==> src/rtl/arp_reply_gen_if.sv <==
// Receive-parser ARP field strobe and byte-wide TX stream between the parser,
// the reply generator and the GMII output stage.
interface arp_reply_gen_if;
    logic        i_pkt_vl;
    logic [1:0]  i_pkt_type;
    logic [47:0] i_SHA;
    logic [31:0] i_SPA;
    logic [31:0] i_TPA;
    logic [7:0]  o_data;
    logic        o_tx_en;

    modport master (output i_pkt_vl, i_pkt_type, i_SHA, i_SPA, i_TPA,
                    input  o_data, o_tx_en);
    modport slave  (input  i_pkt_vl, i_pkt_type, i_SHA, i_SPA, i_TPA,
                    output o_data, o_tx_en);
endinterface

==> src/rtl/arp_reply_gen.sv <==
// Builds a padded 64-byte ARP reply frame (with preamble/SFD/FCS) for each ARP
// request addressed to our IP; one further request can wait in a pending slot.
module arp_reply_gen #(
    parameter int         PREAMBLE_LEN = 7,
    parameter int         IFG_CYCLES   = 12,
    parameter logic [1:0] REQ_TYPE     = 2'b01
) (
    input  logic               clk,
    input  logic               rst_n,
    arp_reply_gen_if.slave     bus,
    input  logic [47:0]        i_self_mac,
    input  logic [31:0]        i_self_ip,
    output logic               o_busy,
    output logic [7:0]         o_drop_cnt
);
    typedef enum logic [2:0] {IDLE, PRE, HDR, PAD, FCS, IFG} state_t;

    localparam logic [6:0] PRE_LAST = 7'(PREAMBLE_LEN);
    localparam logic [6:0] IFG_LAST = 7'(IFG_CYCLES - 1);

    state_t      state_q, state_d;
    logic [6:0]  cnt_q, cnt_d;
    logic        acc_q, acc_d;
    logic [47:0] req_sha_q, req_sha_d;
    logic [31:0] req_spa_q, req_spa_d;
    logic [47:0] act_sha_q, act_sha_d;
    logic [31:0] act_spa_q, act_spa_d;
    logic [47:0] pend_sha_q, pend_sha_d;
    logic [31:0] pend_spa_q, pend_spa_d;
    logic        pend_full_q, pend_full_d;
    logic [31:0] crc_q, crc_d;
    logic [7:0]  data_q, data_d;
    logic        tx_en_q, tx_en_d;
    logic        busy_q, busy_d;
    logic [7:0]  drop_q, drop_d;

    logic [335:0] hdr_w, hdr_sh;
    logic [31:0]  fcs_sh;
    logic [7:0]   cur_byte;
    logic         ifg_done;

    function automatic logic [31:0] crc32_byte(input logic [31:0] c, input logic [7:0] b);
        logic [31:0] r;
        r = c ^ {24'h0, b};
        for (int i = 0; i < 8; i++)
            r = r[0] ? ((r >> 1) ^ 32'hEDB88320) : (r >> 1);
        return r;
    endfunction

    function automatic logic [7:0] sat_inc(input logic [7:0] v);
        return (v == 8'hFF) ? v : v + 8'd1;
    endfunction

    assign hdr_w  = {act_sha_q, i_self_mac, 16'h0806, 16'h0001, 16'h0800, 8'h06, 8'h04,
                     16'h0002, i_self_mac, i_self_ip, act_sha_q, act_spa_q};
    assign hdr_sh = hdr_w << {cnt_q, 3'b000};
    assign fcs_sh = (~crc_q) >> {cnt_q[1:0], 3'b000};
    assign ifg_done = (state_q == IFG) && (cnt_q == IFG_LAST);

    always_comb begin
        acc_d       = bus.i_pkt_vl && (bus.i_pkt_type == REQ_TYPE) && (bus.i_TPA == i_self_ip);
        req_sha_d   = bus.i_SHA;
        req_spa_d   = bus.i_SPA;
        state_d     = state_q;
        act_sha_d   = act_sha_q;
        act_spa_d   = act_spa_q;
        pend_sha_d  = pend_sha_q;
        pend_spa_d  = pend_spa_q;
        pend_full_d = pend_full_q;
        drop_d      = drop_q;
        crc_d       = crc_q;
        cur_byte    = 8'h00;

        case (state_q)
            PRE:     cur_byte = (cnt_q < PRE_LAST) ? 8'h55 : 8'hD5;
            HDR:     cur_byte = hdr_sh[335:328];
            FCS:     cur_byte = fcs_sh[7:0];
            default: cur_byte = 8'h00;
        endcase
        data_d  = cur_byte;
        tx_en_d = (state_q == PRE) || (state_q == HDR) || (state_q == PAD) || (state_q == FCS);

        // CRC restarts during the preamble so it covers exactly dst MAC .. last pad byte
        if (state_q == PRE)
            crc_d = 32'hFFFFFFFF;
        else if (state_q == HDR || state_q == PAD)
            crc_d = crc32_byte(crc_q, cur_byte);

        case (state_q)
            PRE: if (cnt_q == PRE_LAST) state_d = HDR;
            HDR: if (cnt_q == 7'd41)    state_d = PAD;
            PAD: if (cnt_q == 7'd17)    state_d = FCS;
            FCS: if (cnt_q == 7'd3)     state_d = IFG;
            IFG: if (ifg_done)          state_d = IDLE;
            default: ;
        endcase

        if (ifg_done && pend_full_q) begin
            state_d     = PRE;
            act_sha_d   = pend_sha_q;
            act_spa_d   = pend_spa_q;
            pend_full_d = 1'b0;
        end

        // A slot emptied on this edge is immediately refillable
        if (acc_q) begin
            if (state_q == IDLE || (ifg_done && !pend_full_q)) begin
                state_d   = PRE;
                act_sha_d = req_sha_q;
                act_spa_d = req_spa_q;
            end else if (!pend_full_q || ifg_done) begin
                pend_sha_d  = req_sha_q;
                pend_spa_d  = req_spa_q;
                pend_full_d = 1'b1;
            end else begin
                drop_d = sat_inc(drop_q);
            end
        end

        cnt_d  = (state_d != state_q || state_q == IDLE) ? 7'd0 : cnt_q + 7'd1;
        busy_d = (state_d != IDLE);
    end

    always_ff @(posedge clk) begin
        req_sha_q  <= req_sha_d;
        req_spa_q  <= req_spa_d;
        act_sha_q  <= act_sha_d;
        act_spa_q  <= act_spa_d;
        pend_sha_q <= pend_sha_d;
        pend_spa_q <= pend_spa_d;
        crc_q      <= crc_d;
        if (!rst_n) begin
            state_q     <= IDLE;
            cnt_q       <= 7'd0;
            acc_q       <= 1'b0;
            pend_full_q <= 1'b0;
            data_q      <= 8'h00;
            tx_en_q     <= 1'b0;
            busy_q      <= 1'b0;
            drop_q      <= 8'h00;
        end else begin
            state_q     <= state_d;
            cnt_q       <= cnt_d;
            acc_q       <= acc_d;
            pend_full_q <= pend_full_d;
            data_q      <= data_d;
            tx_en_q     <= tx_en_d;
            busy_q      <= busy_d;
            drop_q      <= drop_d;
        end
    end

    assign bus.o_data  = data_q;
    assign bus.o_tx_en = tx_en_q;
    assign o_busy      = busy_q;
    assign o_drop_cnt  = drop_q;
endmodule

==> src/flat_wrapper.sv <==
// flat-port wrapper written by rule: the top's interface ports become plain ports
module arp_reply_gen_flat 
#(
    parameter int         PREAMBLE_LEN = 7,
    parameter int         IFG_CYCLES   = 12,
    parameter logic [1:0] REQ_TYPE     = 2'b01
)
  (clk, rst_n, i_self_mac, i_self_ip, o_busy, o_drop_cnt, bus_i_pkt_vl, bus_i_pkt_type, bus_i_SHA, bus_i_SPA, bus_i_TPA, bus_o_data, bus_o_tx_en);
  arp_reply_gen_if bus_i ();
  input  logic clk;
  input  logic rst_n;
  input  logic [47:0] i_self_mac;
  input  logic [31:0] i_self_ip;
  output logic o_busy;
  output logic [7:0] o_drop_cnt;
  input wire logic [$bits(bus_i.i_pkt_vl)-1:0] bus_i_pkt_vl;
  input wire logic [$bits(bus_i.i_pkt_type)-1:0] bus_i_pkt_type;
  input wire logic [$bits(bus_i.i_SHA)-1:0] bus_i_SHA;
  input wire logic [$bits(bus_i.i_SPA)-1:0] bus_i_SPA;
  input wire logic [$bits(bus_i.i_TPA)-1:0] bus_i_TPA;
  output wire logic [$bits(bus_i.o_data)-1:0] bus_o_data;
  output wire logic [$bits(bus_i.o_tx_en)-1:0] bus_o_tx_en;
  assign bus_i.i_pkt_vl = bus_i_pkt_vl;
  assign bus_i.i_pkt_type = bus_i_pkt_type;
  assign bus_i.i_SHA = bus_i_SHA;
  assign bus_i.i_SPA = bus_i_SPA;
  assign bus_i.i_TPA = bus_i_TPA;
  assign bus_o_data = bus_i.o_data;
  assign bus_o_tx_en = bus_i.o_tx_en;
  arp_reply_gen #(.PREAMBLE_LEN(PREAMBLE_LEN), .IFG_CYCLES(IFG_CYCLES), .REQ_TYPE(REQ_TYPE)) u_core (.clk(clk), .rst_n(rst_n), .bus(bus_i), .i_self_mac(i_self_mac), .i_self_ip(i_self_ip), .o_busy(o_busy), .o_drop_cnt(o_drop_cnt));
endmodule
==> config.mk <==
export PLATFORM = sky130hd
export DESIGN_NAME = arp_reply_gen_flat
export DESIGN_NICKNAME = d
export VERILOG_FILES = /design/src/rtl/arp_reply_gen_if.sv /design/src/rtl/arp_reply_gen.sv /design/src/flat_wrapper.sv
export SDC_FILE = /design/constraint.sdc
export NUM_CORES = 1
export LEC_CHECK = 0
export CAP_MARGIN = 0
export CORE_ASPECT_RATIO = 0.5
export CORE_MARGIN = 10
export CORE_UTILIZATION = 58
export CTS_CLUSTER_DIAMETER = 30
export CTS_CLUSTER_SIZE = 12
export DETAILED_ROUTE_END_ITERATION = 10
export GPL_ROUTABILITY_DRIVEN = 0
export PLACE_DENSITY = 0.86
export SETUP_SLACK_MARGIN = 0.4
export SYNTH_ARGS = -nofsm -noshare
export SYNTH_HDL_FRONTEND = slang
export SYNTH_SLANG_ARGS = --single-unit
==> constraint.sdc <==
create_clock -name clk -period 8.9 [get_ports clk]
set_input_delay 1.78 -clock clk [delete_from_list [all_inputs] [get_ports clk]]
set_output_delay 1.78 -clock clk [all_outputs]
set_load 0.02 [all_outputs]
==> reports/metrics.cfg <==
[clock_tree]
post_cts_resized = 0
post_cts_buffers = 0
cts_sinks = 302
cts.path.max_buffers = 3
cts_tree = built
clkTransAtPathRegs_ns = 0.06
ctsHtreeMaxLevel = 2
root_buffer = clkbuf_16
clock_latency_ns = 0.53
hold_buffers = 0
cts-buffers-inserted = 37

[die]
die_h_um = 125.8
io_pins = 215
core.rowCount = 38
core_area_mm2 = 0.02182
die_width_um = 231.7
initial_utilization = 0.5955
die_area_mm2 = 0.02916

[worst_setup_path]
path_common_cell = buf_4
critPathMaxFanout = 110
crit_type = register to register
crit_required_ns = 9.26
cp-start-kind = register
cp.arrival_ns = 5.06
critPathMaxStageDelay_ns = 0.83
cp_top_family = buffers and inverters
cp_cell_sequence = buf_4, ha_1, nor4b_1, and3_1, nand2_1, o21ai_0, nand3b_1, buf_4, buf_4, nor2_1, a21oi_1
critical_path_buf_inv_count = 3
slowest_stage = dfxtp_4
end_kind = register
reg2reg_slack_ns = 4.20

[logic_synthesis]
ys_seq_area_frac = 0.5269
async_flop_share = 0
ys_ff_latch = 302
synth_nets = 1348
syn_area_per_cell_um2 = 11.36
synth_cells = 1144
synth_warnings = 0
synth_top_area_frac = 0.3420
synth_edf_count = 80
synth_area_leaders = dfxtp_1, edfxtp_1, mux2i_1, a21oi_1, nor2_1
synth_ff_type = dfxtp_1
synth_area_leader_cell = dfxtp_1
synth_area_mm2 = 0.01299
synth_cell_type_count = 81

[routing]
totalWireLength_mm = 35.03
wl_per_cell_um = 21.11
routed_via_density = 5.764
drc = 0
postRouteAntennaNets = 0
num_vias = 9562
drtIter0Drc = 1072
drtPass1Iterations = 6

[sta]
drv_slew = 0
finClkSkew_ns = 0.02031
post-route-period-util = 0.5286
fin_ws_ns = 4.195
hold_viol_final = 0
setup_tns_ns = 0
rsz0062_at_grt = no
fmax_ghz = 0.2126
finalSetupViolCount = 0
layout_min_cycle_time_ns = 4.705
slew_headroom = 0.2223
worstMarginPinSlew_ns = 1.167

[power_and_ir_drop]
ir_worst_vdd_v = 0.0002001
powerDensity_mw_per_mm2 = 280.2
power.leakage_nw = 6.562

[finish]
drive_gt1_frac = 0.08021
syn_to_final_growth_pct = 26.10
fill_cells = 1390
insertedDiodeCount = 0
nets = 1536

[grt]
antenna_found_initial = 0
grt_pass1_wl_mm = 53.67
grt_overflow = 0
first_global_vias = 9734
grt_max_degree = 111
grt_use_total = 0.2295

[place]
dp_hpwl_mm = 24.23
place_ws_ns = 3.827
port_buffers = 214

[outcome]
outcome = finished clean

[worst_hold_path]
hold_class = register to register

[job]
max-cap-violations = 0

flip-flops by register name (all words and copies together) (netlist names):
register            cells
u_core.acc_q            1
u_core.act_sha_q       48
u_core.act_spa_q       32
u_core.bus.o_data       8
u_core.bus.o_tx_en      1
u_core.cnt_q            7
u_core.crc_q           32
u_core.o_busy           1
u_core.o_drop_cnt       8
u_core.pend_full_q      1
u_core.pend_sha_q      48
u_core.pend_spa_q      32
u_core.req_sha_q       48
u_core.req_spa_q       32
u_core.state_q          3
power by group:
| group | internal (mW) | switching [mW] |
|---|---|---|
| Sequential | 1.52 | 0.150 |
| Combinational | 0.825 | 0.685 |
| Clock | 0.846 | 0.564 |
| Total | 3.19 | 1.40 |
metal layers:
layer	track usage	share of wire
met5	0	0
met1	0.2848	0.41
met2	0.3911	0.50
met4	0.07719	0.026
met3	0.04975	0.067
cells in the mapped netlist, types with 13 or more instances:
cell type,n
a21oi_1,107
and3_1,13
clkbuf_1,46
dfxtp_1,222
edfxtp_1,80
mux2i_1,131
mux4_2,21
nand2_1,31
nand3_1,18
nor2_1,137
o21ai_0,33
o22ai_1,21
xnor2_1,51
xor2_1,29
kinds of logic after synthesis:
| family | synth area share |
|---|---|
| buffers and inverters | 0.03100 |
| xor gates and xnor gates | 0.08993 |
| and+or+nand+nor | 0.1012 |
| muxes | 0.1408 |
| DFF | 0.5269 |
| AOI/OAI and AO/OA | 0.1035 |
| adders and majority gates | 0.006740 |
layout by cell type, fill, tap and decap left out, drive strengths merged, types with 5 or more instances in the layout:
| master | n |
|---|---|
| nand4 | 12 |
| dfxtp | 222 |
| mux4 | 21 |
| nor2b | 7 |
| inv | 14 |
| o22ai | 21 |
| edfxtp | 80 |
| and2 | 8 |
| nor4 | 5 |
| o211ai | 9 |
| xor2 | 32 |
| xnor3 | 12 |
| nor2 | 139 |
| nor3 | 5 |
| o21ai | 42 |
| clkdlybuf4s50 | 214 |
| xnor2 | 55 |
| mux2i | 131 |
| ha | 7 |
| clkbuf | 57 |
| a211oi | 7 |
| a31oi | 6 |
| and3 | 13 |
| nand2 | 31 |
| buf | 7 |
| or3b | 6 |
| nand3 | 18 |
| a21oi | 107 |
worst paths after layout:
kind | from | to | cells past startpoint
worst max-delay path | u_core.cnt_q[0] | u_core.act_sha_q[41] | 11
worst max register to register | u_core.cnt_q[0] | u_core.act_sha_q[41] | 11
worst min-delay path | u_core.req_spa_q[21] | u_core.pend_spa_q[21] | 0
worst min register to register | u_core.req_spa_q[21] | u_core.pend_spa_q[21] | 0
metrics by stage:
step                  util  power, mW  std cells  area, µm²  hold WS, ns
CTS                 0.7509      4.591       1659      16390       0.4229
detailed placement  0.6975      3.173       1593      15220       0.4152
finish              0.7509      4.592       1659      16390       0.4213
global route        0.7509      4.790       1659      16390       0.4370
floorplan                -      2.840       1144      13000       0.4090
global placement    0.6975      3.107       1593      15220       0.4139
area by class of cell:
class	count	area, µm²	share of cell area
clock buffer	57	1084	0.06612
clock inverter	9	81.33	0.004963
inverter	11	41.29	0.002520
multi-input combinational	759	5761	0.3515
sequential	302	6850	0.4180
tap	300	375.4	0.02291
timing repair buffer	221	2195	0.1339
Note: power is estimated with default switching activity, not from simulation.
